`src/rtl/uart_pkg.sv`:
```
// Shared UART definitions: transmit FSM states, baud-select encodings and
// frame-format defaults.
package uart_pkg;

    typedef enum logic [2:0] {
        StIdle,
        StStart,
        StData,
        StParity,
        StStop
    } tx_state_t;

    typedef enum logic [1:0] {
        Baud4800  = 2'b00,
        Baud9600  = 2'b01,
        Baud19200 = 2'b10,
        Baud38400 = 2'b11
    } baud_sel_t;

    localparam int unsigned DefDataBits  = 8;
    localparam int unsigned DefParityEn  = 0;
    localparam int unsigned DefParityOdd = 0;
    localparam int unsigned DefStopBits  = 1;

endpackage

```
`src/rtl/uart_tx_serializer_if.sv`:
```
// Parallel byte handshake between the upstream producer and the TX serializer.
interface uart_tx_serializer_if #(
    parameter int unsigned DATA_BITS = 8
) ();

    logic [DATA_BITS-1:0] tx_data;
    logic                 tx_valid;
    logic                 tx_ready;

    modport master (
        output tx_data,
        output tx_valid,
        input  tx_ready
    );

    modport slave (
        input  tx_data,
        input  tx_valid,
        output tx_ready
    );

endinterface

```
`src/rtl/uart_tx_serializer.sv`:
```
// UART transmit serializer: one-byte holding register feeding a start/data/parity/stop
// frame shifter that advances once per baud tick.
module uart_tx_serializer
    import uart_pkg::*;
#(
    parameter int unsigned DATA_BITS  = DefDataBits,
    parameter int unsigned PARITY_EN  = DefParityEn,
    parameter int unsigned PARITY_ODD = DefParityOdd,
    parameter int unsigned STOP_BITS  = DefStopBits
) (
    input  logic                 clk_1,
    input  logic                 reset,
    input  logic                 baud_tick,
    uart_tx_serializer_if.slave  tx_if,
    output logic                 tx_out,
    output logic                 tx_busy,
    output logic                 tx_done
);

    localparam int unsigned     CntW     = (DATA_BITS > 1) ? $clog2(DATA_BITS) : 1;
    localparam logic [CntW-1:0] LastBit  = CntW'(DATA_BITS - 1);
    localparam logic            StopLast = 1'(STOP_BITS - 1);
    localparam logic            ParEn    = (PARITY_EN != 0);
    localparam logic            ParOdd   = (PARITY_ODD != 0);

    tx_state_t            state_q, state_d;
    logic [DATA_BITS-1:0] hold_q, hold_d;
    logic [DATA_BITS-1:0] shift_q, shift_d;
    logic                 hold_full_q, hold_full_d;
    logic [CntW-1:0]      bit_cnt_q, bit_cnt_d;
    logic                 stop_cnt_q, stop_cnt_d;
    logic                 parity_q, parity_d;
    logic                 tx_out_q, tx_out_d;
    logic                 tx_busy_q, tx_busy_d;
    logic                 tx_done_q, tx_done_d;
    logic                 accept;
    logic                 load;

    assign tx_if.tx_ready = !hold_full_q;
    assign accept         = tx_if.tx_valid && !hold_full_q;

    always_comb begin
        state_d    = state_q;
        shift_d    = shift_q;
        bit_cnt_d  = bit_cnt_q;
        stop_cnt_d = stop_cnt_q;
        parity_d   = parity_q;
        tx_out_d   = tx_out_q;
        tx_done_d  = 1'b0;
        load       = 1'b0;

        if (baud_tick) begin
            unique case (state_q)
                StIdle: begin
                    if (hold_full_q) begin
                        load = 1'b1;
                    end
                end
                StStart: begin
                    state_d   = StData;
                    tx_out_d  = shift_q[0];
                    bit_cnt_d = '0;
                end
                StData: begin
                    if (bit_cnt_q == LastBit) begin
                        if (ParEn) begin
                            state_d  = StParity;
                            tx_out_d = parity_q;
                        end else begin
                            state_d    = StStop;
                            tx_out_d   = 1'b1;
                            stop_cnt_d = 1'b0;
                        end
                    end else begin
                        shift_d   = shift_q >> 1;
                        tx_out_d  = shift_q[1];
                        bit_cnt_d = bit_cnt_q + 1'b1;
                    end
                end
                StParity: begin
                    state_d    = StStop;
                    tx_out_d   = 1'b1;
                    stop_cnt_d = 1'b0;
                end
                StStop: begin
                    if (stop_cnt_q == StopLast) begin
                        tx_done_d = 1'b1;
                        // A waiting byte starts immediately, with no idle bit in between.
                        if (hold_full_q) begin
                            load = 1'b1;
                        end else begin
                            state_d  = StIdle;
                            tx_out_d = 1'b1;
                        end
                    end else begin
                        stop_cnt_d = 1'b1;
                    end
                end
                default: begin
                    state_d  = StIdle;
                    tx_out_d = 1'b1;
                end
            endcase
        end

        if (load) begin
            state_d  = StStart;
            tx_out_d = 1'b0;
            shift_d  = hold_q;
            parity_d = (^hold_q) ^ ParOdd;
        end

        hold_d      = hold_q;
        hold_full_d = hold_full_q;
        if (load) begin
            hold_full_d = 1'b0;
        end
        if (accept) begin
            hold_d      = tx_if.tx_data;
            hold_full_d = 1'b1;
        end

        tx_busy_d = (state_d != StIdle);
    end

    always_ff @(posedge clk_1) begin
        if (!reset) begin
            state_q     <= StIdle;
            hold_q      <= '0;
            shift_q     <= '0;
            hold_full_q <= 1'b0;
            bit_cnt_q   <= '0;
            stop_cnt_q  <= 1'b0;
            parity_q    <= 1'b0;
            tx_out_q    <= 1'b1;
            tx_busy_q   <= 1'b0;
            tx_done_q   <= 1'b0;
        end else begin
            state_q     <= state_d;
            hold_q      <= hold_d;
            shift_q     <= shift_d;
            hold_full_q <= hold_full_d;
            bit_cnt_q   <= bit_cnt_d;
            stop_cnt_q  <= stop_cnt_d;
            parity_q    <= parity_d;
            tx_out_q    <= tx_out_d;
            tx_busy_q   <= tx_busy_d;
            tx_done_q   <= tx_done_d;
        end
    end

    assign tx_out  = tx_out_q;
    assign tx_busy = tx_busy_q;
    assign tx_done = tx_done_q;

endmodule
```
`src/flat_wrapper.sv`:
```
// flat-port wrapper written by rule: the top's interface ports become plain ports
module uart_tx_serializer_flat import uart_pkg::*;
#(
    parameter int unsigned DATA_BITS  = DefDataBits,
    parameter int unsigned PARITY_EN  = DefParityEn,
    parameter int unsigned PARITY_ODD = DefParityOdd,
    parameter int unsigned STOP_BITS  = DefStopBits
)
  (clk_1, reset, baud_tick, tx_out, tx_busy, tx_done, tx_if_tx_data, tx_if_tx_valid, tx_if_tx_ready);
  uart_tx_serializer_if #(.DATA_BITS(DATA_BITS)) tx_if_i ();
  input  logic clk_1;
  input  logic reset;
  input  logic baud_tick;
  output logic tx_out;
  output logic tx_busy;
  output logic tx_done;
  input wire logic [$bits(tx_if_i.tx_data)-1:0] tx_if_tx_data;
  input wire logic [$bits(tx_if_i.tx_valid)-1:0] tx_if_tx_valid;
  output wire logic [$bits(tx_if_i.tx_ready)-1:0] tx_if_tx_ready;
  assign tx_if_i.tx_data = tx_if_tx_data;
  assign tx_if_i.tx_valid = tx_if_tx_valid;
  assign tx_if_tx_ready = tx_if_i.tx_ready;
  uart_tx_serializer #(.DATA_BITS(DATA_BITS), .PARITY_EN(PARITY_EN), .PARITY_ODD(PARITY_ODD), .STOP_BITS(STOP_BITS)) u_core (.clk_1(clk_1), .reset(reset), .baud_tick(baud_tick), .tx_if(tx_if_i), .tx_out(tx_out), .tx_busy(tx_busy), .tx_done(tx_done));
endmodule
```
`config.mk`:
```
export PLATFORM = sky130hd
export DESIGN_NAME = uart_tx_serializer_flat
export DESIGN_NICKNAME = d
export VERILOG_FILES = /design/src/rtl/uart_pkg.sv /design/src/rtl/uart_tx_serializer_if.sv /design/src/rtl/uart_tx_serializer.sv /design/src/flat_wrapper.sv
export SDC_FILE = /design/constraint.sdc
export NUM_CORES = 1
export LEC_CHECK = 0
export CAP_MARGIN = 20
export CORE_ASPECT_RATIO = 0.7
export CORE_MARGIN = 2
export CORE_UTILIZATION = 60
export DETAILED_ROUTE_END_ITERATION = 7
export DONT_BUFFER_PORTS = 1
export PLACE_DENSITY = 0.76
export SLEW_MARGIN = 10
export SYNTH_ARGS = -nofsm -noshare
export SYNTH_HDL_FRONTEND = slang
export SYNTH_SLANG_ARGS = --single-unit
```
`constraint.sdc`:
```
create_clock -name clk_1 -period 2.24 [get_ports clk_1]
set_input_delay 0.112 -clock clk_1 [delete_from_list [all_inputs] [get_ports clk_1]]
set_output_delay 0.112 -clock clk_1 [all_outputs]
set_load 0.005 [all_outputs]
```
==> results by group <==
CTS
  – Root Driver: clkbuf_4
  – TritonCTS Buffers: 3
  – CTS tree: built
  – Clock Latency Late Sink: about 320 ps
  – CTS HTree Levels: 1
  – Clk sinks: 26
  – Clk buf depth: 2
  – Worst-path clk slew: 130 ps
  – Post-CTS resize count: 0

Drt
  – WL/cell: 16.03 um
  – Routed vias/inst: approximately 6
  – 1st-pass router iterations: 4
  – Iter 0 DRT Violations: 37
  – ANT nets after route: 0
  – # DRC: 0
  – Total Routed Length: ~2500 um
  – Via count: roughly 940

STA
  – Skew final: approximately 5.5 ps
  – Max Clock Freq: ~0.53 GHz
  – RSZ-0062 raised after global routing: false
  – Slew headroom: between 50% and 60%
  – Final Hold Viols: 0
  – Tcrit/Tclk final: a little under nine tenths
  – Post-Route Setup TNS: 0 ps
  – Tmin final: between 1500 and 2000 ps
  – Worst slew pin tran: around 720 ps
  – Final setup viols: 0
  – Fin. max-slew vios: 0

Critical path
  – Crit-path max FO: 8
  – R2r worst-path depth: 5
  – Worst R2R End: u_core.shift_q[6]
  – Critical path class: flop to flop
  – CP required: approximately 2400 ps
  – Startpoint Class: flop
  – WP data arrival: 2100 ps
  – Worst reg2reg path startpoint: u_core.bit_cnt_q[0]
  – Critical path capture point type: flop
  – Flop-to-flop setup slack: ~340 ps

Placed design
  – Placed instance area: 1214 um2
  – Port bufs: 0
  – DP HPWL: around 1600 um
  – Placer Congestion: between 0.7 and 0.8

Power and ir drop
  – Clock power frac: between 20 and 25%
  – Internal power: 623.5 uW
  – Switching pwr: between 200 and 250 uW
  – Net Sw Frac: 26.39%
  – Seq pwr share: between 60% and 70%
  – Comb power frac: between 10% and 20%
  – Power per cell area: ~630 nW/um2
  – Peak supply drop: 0.0005490 V
  – Pleak: 0.0004821 uW

Logic synthesis
  – Post-synth EDFFs: 0
  – Mux contribution to synthesized area: 14.62%
  – Distinct cells, synth: 33
  – Ys Warns: 0
  – Async set-reset flop share out of synthesis: 0%
  – Syn Nets: 140
  – Synth top area cells: dfxtp_1 (42%), mux2i_1 (15%), a211oi_1 (9.7%), nor2_1 (3.7%), nand2b_1 (3.0%)
  – #FFs+latches synth: 26
  – Cell count after synthesis: ~130
  – Adder-cell share of the synthesized area: under 10%
  – Post-synth top area share: a little over two fifths
  – Netlist Area Pre-Place: roughly 1200 um2
  – Register area share after synthesis: a little over two fifths
  – Post-synth top area cell: dfxtp_1
  – Synth Area in XOR/XNOR: 0%
  – Post-Synth Simple-Gate Area: 18.38%
  – Largest family of logic cells by synthesized area: simple AND/OR/NAND/NOR gates
  – Synth Area per Inst: ~10 um2
  – Top_reg_cell synth: dfxtp_1
  – Synth Area in Compound Gates: 17.16%

Worst hold path
  – End of the worst hold path: u_core.state_q[1]
  – Hold Path Cell Cnt: 2
  – Hold Path Class: input pin to flop
  – Hold path start: baud_tick

Run
  – Max cap viols: 0

Die
  – Core box area: ~1900 um2
  – Initial Utilization: roughly 65%
  – Die Span Y: ~42 um
  – Num rows: 13
  – Die width: around 58 um
  – I/O Pins: 16
  – Die area: between 2000 and 2500 um2

Cells and area
  – Number of inserted diodes: 0
  – Fin area: approximately 1300 um2
  – Commonest non-fill, non-tap cell in the layout: dfxtp_1
  – Most frequent cells in the layout: dfxtp_1 (26), mux2i_1 (18), a211oi_1 (16)
  – Area delta synth->final: 9.238%
  – Layout cell share with drive strength beyond 1: under 10%
  – Final-stage net count: 148

Global route
  – Vias in the first global route: between 800 and 900
  – Gr usage total: roughly a fifth
  – Initial antenna violation count: 0
  – Largest net degree at the start of global routing: 20
  – Global-route wire length before repair: roughly 3900 um
  – Congestion Overflow GR: 0

Outcome
  – Outcome: finished clean
## layout make-up
| cell class | instances | area (um2) |
|---|---|---|
| Clock buffer | 3 | 22.52 |
| Tap cell | 22 | 27.53 |
| Sequential cell | 26 | 520.5 |
| Inverter | 4 | 15.01 |
| Multi-Input combinational cell | 87 | 643.1 |
| Fill cell | 154 | 556.8 |
| Timing Repair Buffer | 12 | 117.6 |
## worst max-delay path: stages (launching register included)
cell and delay (ps):
dfxtp_1 340, ha_1 190, ha_1 220, or3b_1 400, a211oi_4 470, a211oi_1 150
## flip-flops by register name, indices dropped and copies added (netlist names)
| signal | count |
|---|---|
| u_core.state_q | 3 |
| u_core.bit_cnt_q | 3 |
| u_core.tx_out | 1 |
| u_core.tx_done | 1 |
| u_core.tx_busy | 1 |
| u_core.hold_q | 8 |
| u_core.hold_full_q | 1 |
| u_core.shift_q | 8 |
## cells in the mapped netlist (2+ instances only)
master	count
dfxtp_1	26
or3b_1	3
inv_1	3
buf_4	2
nand2b_1	6
nand3_1	3
a21oi_1	2
a211oi_1	16
o21ai_1	2
clkbuf_1	2
buf_2	4
o22ai_1	2
nand2_1	6
ha_1	2
mux2i_1	18
nor2_1	12
## stage by stage
step / hold WS [ps] / setup slack (ps) / cells / total power (uW) / util [%]
4_1_cts: 4.589 / 359.1 / 154 / 849.2 / 70.74
3_3_place_gp: 193.9 / 455.2 / 140 / 634.7 / 63.77
5_1_grt: 3.013 / 226.5 / 154 / 894.4 / 70.74
2_1_floorplan: 239.0 / 552.4 / 126 / 625.0 / -
3_5_place_dp: 204.2 / 376.4 / 140 / 640.5 / 63.77
6_report: 14.81 / 335.4 / 154 / 847.0 / 70.74
## power groups by stage
stage                     Combinational (uW)  Clock (uW)  Sequential (uW)
after floorplan                          109           0              516
after global placement                   109           0              526
after detailed placement                 113           0              528
after CTS                                131         200              518
after global routing                     146         226              522
final                                    132         197              518
## routing by layer
layer / track usage (%) / wire (um) / share of wire, %
met3: 5.919 / 168 / 6.8
met1: 30.38 / 1142 / 46
met5: 0 / 0 / 0
met4: 2.791 / 10 / 0.41
met2: 32.73 / 1147 / 46
## cell families (layout without fill, tap and decap cells)
group | Yosys count | after routing
compound gates | 28 | 28
mux | 18 | 18
buf+inv | 13 | 19
flops | 26 | 26
simple gates | 39 | 39
fa+ha+maj | 2 | 2
## worst max path at each step
stage / startpoint / to / cells past startpoint
2_1_floorplan: u_core.bit_cnt_q[0] / u_core.shift_q[0] / 5
3_3_place_gp: u_core.bit_cnt_q[0] / u_core.shift_q[1] / 5
3_5_place_dp: u_core.bit_cnt_q[0] / u_core.shift_q[6] / 5
4_1_cts: u_core.bit_cnt_q[0] / u_core.shift_q[6] / 5
5_1_grt: u_core.state_q[0] / u_core.shift_q[6] / 3
6_report: u_core.bit_cnt_q[0] / u_core.shift_q[6] / 5
## what timing repair did
action                    CTS  global route
hold buffers               11             0
hold endpoints to repair   17             0
setup buffers               0             0
(Power assumes the default switching activity.)
